### src/rtl/arbitro_mem_if.sv
// Bundle of requester-side (fetch/data) and memory-side signals shared by the arbiter.
// The arbiter takes the master view; the core pipeline and memory model take the slave view.
interface arbitro_mem_if;
  logic        if_req;
  logic [31:0] if_addr;
  logic [31:0] if_rdata;
  logic        if_ack;
  logic        d_req;
  logic [31:0] d_addr;
  logic [31:0] d_wdata;
  logic [3:0]  d_mask;
  logic [31:0] d_rdata;
  logic        d_ack;
  logic        mem_valid;
  logic [31:0] mem_addr;
  logic [31:0] mem_wdata;
  logic [3:0]  mem_wstrb;
  logic        mem_ready;
  logic [31:0] mem_rdata;
  logic        bus_err;

  modport master (
    input  if_req, if_addr, d_req, d_addr, d_wdata, d_mask, mem_ready, mem_rdata,
    output if_rdata, if_ack, d_rdata, d_ack, mem_valid, mem_addr, mem_wdata,
           mem_wstrb, bus_err
  );

  modport slave (
    output if_req, if_addr, d_req, d_addr, d_wdata, d_mask, mem_ready, mem_rdata,
    input  if_rdata, if_ack, d_rdata, d_ack, mem_valid, mem_addr, mem_wdata,
           mem_wstrb, bus_err
  );
endinterface

### src/rtl/arbitro_mem.sv
// Round-robin arbiter sharing one 32-bit memory port between instruction fetch and data
// load/store, with a watchdog that aborts a stalled access and flags bus_err.
module arbitro_mem #(
  parameter int TIMEOUT = 255,
  parameter int CNT_W   = 8
) (
  input  logic          clk,
  input  logic          resetn,
  arbitro_mem_if.master bus
);

  typedef enum logic [1:0] {
    ST_IDLE   = 2'd0,
    ST_ACCESS = 2'd1,
    ST_RESP   = 2'd2
  } state_e;

  localparam bit              WDOG_EN  = (TIMEOUT != 0);
  localparam logic [CNT_W-1:0] CNT_LAST = WDOG_EN ? CNT_W'(TIMEOUT - 1) : '0;

  state_e           state_q;
  logic             last_data_q;
  logic             serve_data_q;
  logic [CNT_W-1:0] cnt_q;
  logic             mem_valid_q;
  logic [31:0]      mem_addr_q;
  logic [31:0]      mem_wdata_q;
  logic [3:0]       mem_wstrb_q;
  logic [31:0]      if_rdata_q;
  logic [31:0]      d_rdata_q;
  logic             if_ack_q;
  logic             d_ack_q;
  logic             bus_err_q;
  logic             grant_any_d;
  logic             grant_data_d;

  // On contention the side that did not win last time is granted
  always_comb begin
    grant_any_d  = 1'b0;
    grant_data_d = 1'b0;
    if (bus.d_req && bus.if_req) begin
      grant_any_d  = 1'b1;
      grant_data_d = ~last_data_q;
    end else if (bus.d_req) begin
      grant_any_d  = 1'b1;
      grant_data_d = 1'b1;
    end else if (bus.if_req) begin
      grant_any_d  = 1'b1;
      grant_data_d = 1'b0;
    end else begin
      grant_any_d  = 1'b0;
      grant_data_d = 1'b0;
    end
  end

  always_ff @(posedge clk or negedge resetn) begin
    if (!resetn) begin
      state_q      <= ST_IDLE;
      last_data_q  <= 1'b0;
      serve_data_q <= 1'b0;
      cnt_q        <= '0;
      mem_valid_q  <= 1'b0;
      mem_addr_q   <= 32'h0;
      mem_wdata_q  <= 32'h0;
      mem_wstrb_q  <= 4'h0;
      if_rdata_q   <= 32'h0;
      d_rdata_q    <= 32'h0;
      if_ack_q     <= 1'b0;
      d_ack_q      <= 1'b0;
      bus_err_q    <= 1'b0;
    end else begin
      case (state_q)
        ST_IDLE: begin
          if_ack_q  <= 1'b0;
          d_ack_q   <= 1'b0;
          bus_err_q <= 1'b0;
          if (grant_any_d) begin
            state_q      <= ST_ACCESS;
            mem_valid_q  <= 1'b1;
            serve_data_q <= grant_data_d;
            last_data_q  <= grant_data_d;
            cnt_q        <= '0;
            if (grant_data_d) begin
              mem_addr_q  <= {bus.d_addr[31:2], 2'b00};
              mem_wdata_q <= bus.d_wdata;
              mem_wstrb_q <= bus.d_mask;
            end else begin
              mem_addr_q  <= {bus.if_addr[31:2], 2'b00};
              mem_wdata_q <= 32'h0;
              mem_wstrb_q <= 4'h0;
            end
          end
        end
        ST_ACCESS: begin
          if (bus.mem_ready) begin
            mem_valid_q <= 1'b0;
            state_q     <= ST_RESP;
            if (serve_data_q) begin
              d_ack_q <= 1'b1;
              // Stores leave the last load word visible on d_rdata
              if (mem_wstrb_q == 4'b0000) begin
                d_rdata_q <= bus.mem_rdata;
              end
            end else begin
              if_ack_q   <= 1'b1;
              if_rdata_q <= bus.mem_rdata;
            end
          end else if (WDOG_EN && (cnt_q == CNT_LAST)) begin
            mem_valid_q <= 1'b0;
            bus_err_q   <= 1'b1;
            state_q     <= ST_RESP;
            if (serve_data_q) begin
              d_ack_q   <= 1'b1;
              d_rdata_q <= 32'h0;
            end else begin
              if_ack_q   <= 1'b1;
              if_rdata_q <= 32'h0;
            end
          end else begin
            cnt_q <= cnt_q + CNT_W'(1);
          end
        end
        ST_RESP: begin
          if_ack_q  <= 1'b0;
          d_ack_q   <= 1'b0;
          bus_err_q <= 1'b0;
          state_q   <= ST_IDLE;
        end
        default: begin
          state_q     <= ST_IDLE;
          mem_valid_q <= 1'b0;
          if_ack_q    <= 1'b0;
          d_ack_q     <= 1'b0;
          bus_err_q   <= 1'b0;
        end
      endcase
    end
  end

  assign bus.mem_valid = mem_valid_q;
  assign bus.mem_addr  = mem_addr_q;
  assign bus.mem_wdata = mem_wdata_q;
  assign bus.mem_wstrb = mem_wstrb_q;
  assign bus.if_rdata  = if_rdata_q;
  assign bus.d_rdata   = d_rdata_q;
  assign bus.if_ack    = if_ack_q;
  assign bus.d_ack     = d_ack_q;
  assign bus.bus_err   = bus_err_q;

endmodule

### src/flat_wrapper.sv
// flat-port wrapper written by rule: the top's interface ports become plain ports
module arbitro_mem_flat 
#(
  parameter int TIMEOUT = 255,
  parameter int CNT_W   = 8
)
  (clk, resetn, bus_if_req, bus_if_addr, bus_d_req, bus_d_addr, bus_d_wdata, bus_d_mask, bus_mem_ready, bus_mem_rdata, bus_if_rdata, bus_if_ack, bus_d_rdata, bus_d_ack, bus_mem_valid, bus_mem_addr, bus_mem_wdata, bus_mem_wstrb, bus_bus_err);
  arbitro_mem_if bus_i ();
  input  logic clk;
  input  logic resetn;
  input wire logic [$bits(bus_i.if_req)-1:0] bus_if_req;
  input wire logic [$bits(bus_i.if_addr)-1:0] bus_if_addr;
  input wire logic [$bits(bus_i.d_req)-1:0] bus_d_req;
  input wire logic [$bits(bus_i.d_addr)-1:0] bus_d_addr;
  input wire logic [$bits(bus_i.d_wdata)-1:0] bus_d_wdata;
  input wire logic [$bits(bus_i.d_mask)-1:0] bus_d_mask;
  input wire logic [$bits(bus_i.mem_ready)-1:0] bus_mem_ready;
  input wire logic [$bits(bus_i.mem_rdata)-1:0] bus_mem_rdata;
  output wire logic [$bits(bus_i.if_rdata)-1:0] bus_if_rdata;
  output wire logic [$bits(bus_i.if_ack)-1:0] bus_if_ack;
  output wire logic [$bits(bus_i.d_rdata)-1:0] bus_d_rdata;
  output wire logic [$bits(bus_i.d_ack)-1:0] bus_d_ack;
  output wire logic [$bits(bus_i.mem_valid)-1:0] bus_mem_valid;
  output wire logic [$bits(bus_i.mem_addr)-1:0] bus_mem_addr;
  output wire logic [$bits(bus_i.mem_wdata)-1:0] bus_mem_wdata;
  output wire logic [$bits(bus_i.mem_wstrb)-1:0] bus_mem_wstrb;
  output wire logic [$bits(bus_i.bus_err)-1:0] bus_bus_err;
  assign bus_i.if_req = bus_if_req;
  assign bus_i.if_addr = bus_if_addr;
  assign bus_i.d_req = bus_d_req;
  assign bus_i.d_addr = bus_d_addr;
  assign bus_i.d_wdata = bus_d_wdata;
  assign bus_i.d_mask = bus_d_mask;
  assign bus_i.mem_ready = bus_mem_ready;
  assign bus_i.mem_rdata = bus_mem_rdata;
  assign bus_if_rdata = bus_i.if_rdata;
  assign bus_if_ack = bus_i.if_ack;
  assign bus_d_rdata = bus_i.d_rdata;
  assign bus_d_ack = bus_i.d_ack;
  assign bus_mem_valid = bus_i.mem_valid;
  assign bus_mem_addr = bus_i.mem_addr;
  assign bus_mem_wdata = bus_i.mem_wdata;
  assign bus_mem_wstrb = bus_i.mem_wstrb;
  assign bus_bus_err = bus_i.bus_err;
  arbitro_mem #(.TIMEOUT(TIMEOUT), .CNT_W(CNT_W)) u_core (.clk(clk), .resetn(resetn), .bus(bus_i));
endmodule
### config.mk
export PLATFORM = sky130hd
export DESIGN_NAME = arbitro_mem_flat
export DESIGN_NICKNAME = d
export VERILOG_FILES = /design/src/rtl/arbitro_mem_if.sv /design/src/rtl/arbitro_mem.sv /design/src/flat_wrapper.sv
export SDC_FILE = /design/constraint.sdc
export NUM_CORES = 1
export LEC_CHECK = 0
export ABC_CLOCK_PERIOD_IN_PS = 3250
export CELL_PAD_IN_SITES_DETAIL_PLACEMENT = 1
export CELL_PAD_IN_SITES_GLOBAL_PLACEMENT = 1
export CORE_MARGIN = 3
export CORE_UTILIZATION = 34
export DETAILED_ROUTE_END_ITERATION = 8
export PLACE_DENSITY_LB_ADDON = 0.2
export SYNTH_ARGS = -nofsm -noshare
export SYNTH_HDL_FRONTEND = slang
export SYNTH_SLANG_ARGS = --single-unit
### constraint.sdc
create_clock -name clk -period 3.25 [get_ports clk]
set_input_delay 0.65 -clock clk [delete_from_list [all_inputs] [get_ports clk]]
set_output_delay 0.65 -clock clk [all_outputs]
set_load 0.02 [all_outputs]
==> impl_metrics.json <==
{
  "diodes": 0,
  "outcome": "complete, no violations",
  "synth_enable_flop_cells": 0,
  "synth_cells": 498,
  "critPathCaptureType": "flop",
  "setup_ws_ps": 877,
  "insertion_delay_ps": 410,
  "finalSetupViolCount": 0,
  "clk_path_buf_depth": 2,
  "finClkSkew_ps": 6.14,
  "antenna_found_initial": 0,
  "worstMarginPinSlew_ps": 786,
  "post_drt_wl_per_cell_um": 18.9,
  "relSlewSlack_pct": 47.6,
  "tns_ps": 0,
  "cts_resized": 0,
  "ioPinCount": 273,
  "fmax_mhz": 421,
  "grt_max_degree": 85,
  "final_area_um2": 9520,
  "rows": 47,
  "grt_pass1_wl_um": 30000,
  "syn2layout_area_growth_pct": 59.7,
  "core_area_um2": 16900,
  "via_count": 4957,
  "place_hpwl_um": 13500,
  "yosysUniqueCellTypes": 36,
  "ys_seq_area_share_pct": 60.9,
  "cts_buffers": 17,
  "die-area_um2": 19200,
  "cts_hold_buf": 0,
  "synth_top_area_share_pct": 60.9,
  "synth_seq_cells": 145,
  "fin_crit_ps": 2370,
  "port_buffers": 266,
  "placed_cell_area_um2": 8870,
  "cts.sinks": 145,
  "path_class": "reg -> reg",
  "ys.flop_type": "dfrtp_1",
  "viasPerCell": 5.02,
  "drive_gt1_share_pct": 6.38,
  "pre_cts_slack_ps": 750,
  "die_x_um": 138,
  "initial_core_util_pct": 35.3,
  "synthArstFlopShare_pct": 100,
  "cp_cell_sequence": "inv_1 -> ha_1 -> nand4_1 -> or3_1 -> a211oi_4 -> buf_12 -> mux2_1",
  "finalMaxSlewViolations": 0,
  "yosysWarnings": 0,
  "gp_congestion": 0.747,
  "yosys-top-cells-area": "dfrtp_1 61%, mux2i_1 9.6%, a22o_1 6.2%",
  "clock-root-buffer": "clkbuf_16",
  "rsz0062_at_grt": "no",
  "drtIter0Drc": 162,
  "antenna_left": 0,
  "arrival_ps": 2660,
  "htreeDepth": 4,
  "clk_pin_slew_ps": 60,
  "crit_required_ps": 3540,
  "final_nets": 895,
  "cp_max_fo": 32,
  "netlist_area_um2": 5960,
  "p_leak_nw": 4.13,
  "gr-total-overflow": 0,
  "hold_viol_final": 0,
  "grt_use_total_pct": 19.6,
  "post_cts_buffers": 0,
  "grt_pass1_vias": 5542,
  "power.total_mw": 9.45,
  "crit_slowest_cell": "or3_1",
  "avgSynthCellArea_um2": 12.0,
  "fp.dieH_um": 138,
  "power.density_nw_per_um2": 992,
  "nFillCells": 1727,
  "ir_drop_uv": 390,
  "drtPass1Iterations": 4,
  "drc": 0,
  "slowest_delay_ps": 450,
  "drv_cap": 0,
  "synth_top_area_cell": "dfrtp_1",
  "crit_path_start_kind": "flop",
  "finalCritPeriodShare_pct": 73.0,
  "wl_um": 18600,
  "cts_tree": "done",
  "hold_path.class": "in -> async"
}
layout make-up:
class,instances,area (um^2),share of cell area [%]
clock buffer,23,478,5.02
clock inverter,8,175,1.84
inverter,31,116,1.22
multi-input combinational,284,2070,21.7
sequential,145,3630,38.1
tap,220,275,2.89
timing repair buffer,277,2780,29.2
critical path: cells and delay by family (launching register included):
kind | cells | cell delay, ps
adder cells (fa/ha/maj) | 1 | 160
AND/OR/NAND/NOR | 2 | 620
buffers and inverters | 2 | 360
AO/OA/AOI/OAI | 1 | 300
multiplexers | 1 | 350
flip-flops | 1 | 430
power by group:
group	switching [mW]	internal [mW]
Combinational	2.22	2.03
Clock	0.729	1.42
Sequential	0.456	2.58
kinds of logic after synthesis:
family                   Yosys count  share of synthesized area, %
adder cells (fa/ha/maj)            2                         0.420
other                              1                        0.0629
AO/OA/AOI/OAI                    125                          16.5
flip-flops                       145                          60.9
buffers and inverters             70                          4.79
AND/OR/NAND/NOR                   93                          6.80
multiplexers                      62                          10.5
routing by layer:
metal  share of wire [%]  GRT usage, %
met3                 9.3          8.46
met5                   0             0
met2                  49          32.9
met1                  40          22.9
met4                 1.6          5.56
sequential cells by signal (all words and copies together), names as in the netlist:
signal	cells
u_core.bus.mem_wstrb	4
u_core.bus.mem_addr	30
u_core.last_data_q	1
u_core.bus.bus_err	1
u_core.bus.d_rdata	32
u_core.bus.mem_wdata	32
u_core.bus.if_ack	1
u_core.bus.mem_valid	1
u_core.state_q	2
u_core.bus.d_ack	1
u_core.cnt_q	8
u_core.bus.if_rdata	32
synthesized netlist by cell type (all sizes together) (2+ instances only):
cell	count
and3	2
o31ai	11
inv	31
nor2	6
o21ai	34
a22o	42
mux2i	57
mux2	5
a32o	27
nand3	6
buf	8
nand2	61
a31oi	3
clkbuf	31
ha	2
dfrtp	145
nand2b	2
and2	8
or3	3
placed cells by master (no fill, tap or decap), types with 2 or more instances in the layout:
cell,netlist,final
clkbuf_8,0,3
dfrtp_1,145,145
conb_1,1,2
clkbuf_16,0,17
a31oi_1,3,3
and3_1,2,2
a22o_1,42,42
bufinv_16,0,5
clkdlybuf4s50_1,0,264
nand3_1,6,6
buf_4,4,8
nand2b_1,2,2
mux2i_1,57,57
clkbuf_1,31,3
a32o_1,27,27
o21ai_0,34,34
nand2_1,61,60
and2_1,8,8
nor2_1,6,5
buf_12,0,3
mux2_2,2,2
or3_1,3,3
o31ai_1,11,11
ha_1,2,2
mux2_1,3,3
inv_1,31,31
through the flow:
stage / hold WS (ps) / std cells / util (%)
after floorplan: 354 / 499 / -
after global placement: 461 / 957 / 52.5
after detailed placement: 473 / 957 / 52.5
after CTS: 305 / 988 / 56.4
after global routing: 317 / 988 / 56.4
final: 267 / 988 / 56.4
final timing paths:
check	from	end	slack [ps]	cells after the start
max	u_core.cnt_q[0]	u_core.bus.d_rdata[29]	880	7
min	resetn	u_core.bus.d_rdata[17]	270	1
max reg2reg	u_core.cnt_q[0]	u_core.bus.d_rdata[29]	880	7
min reg2reg	u_core.bus.mem_addr[22]	u_core.bus.mem_addr[22]	480	2
max in group asynchronous	resetn	u_core.bus.if_rdata[30]	2120	2
min in group clk	u_core.bus.mem_addr[22]	u_core.bus.mem_addr[22]	480	2
Note: power is estimated with default switching activity, not from simulation.
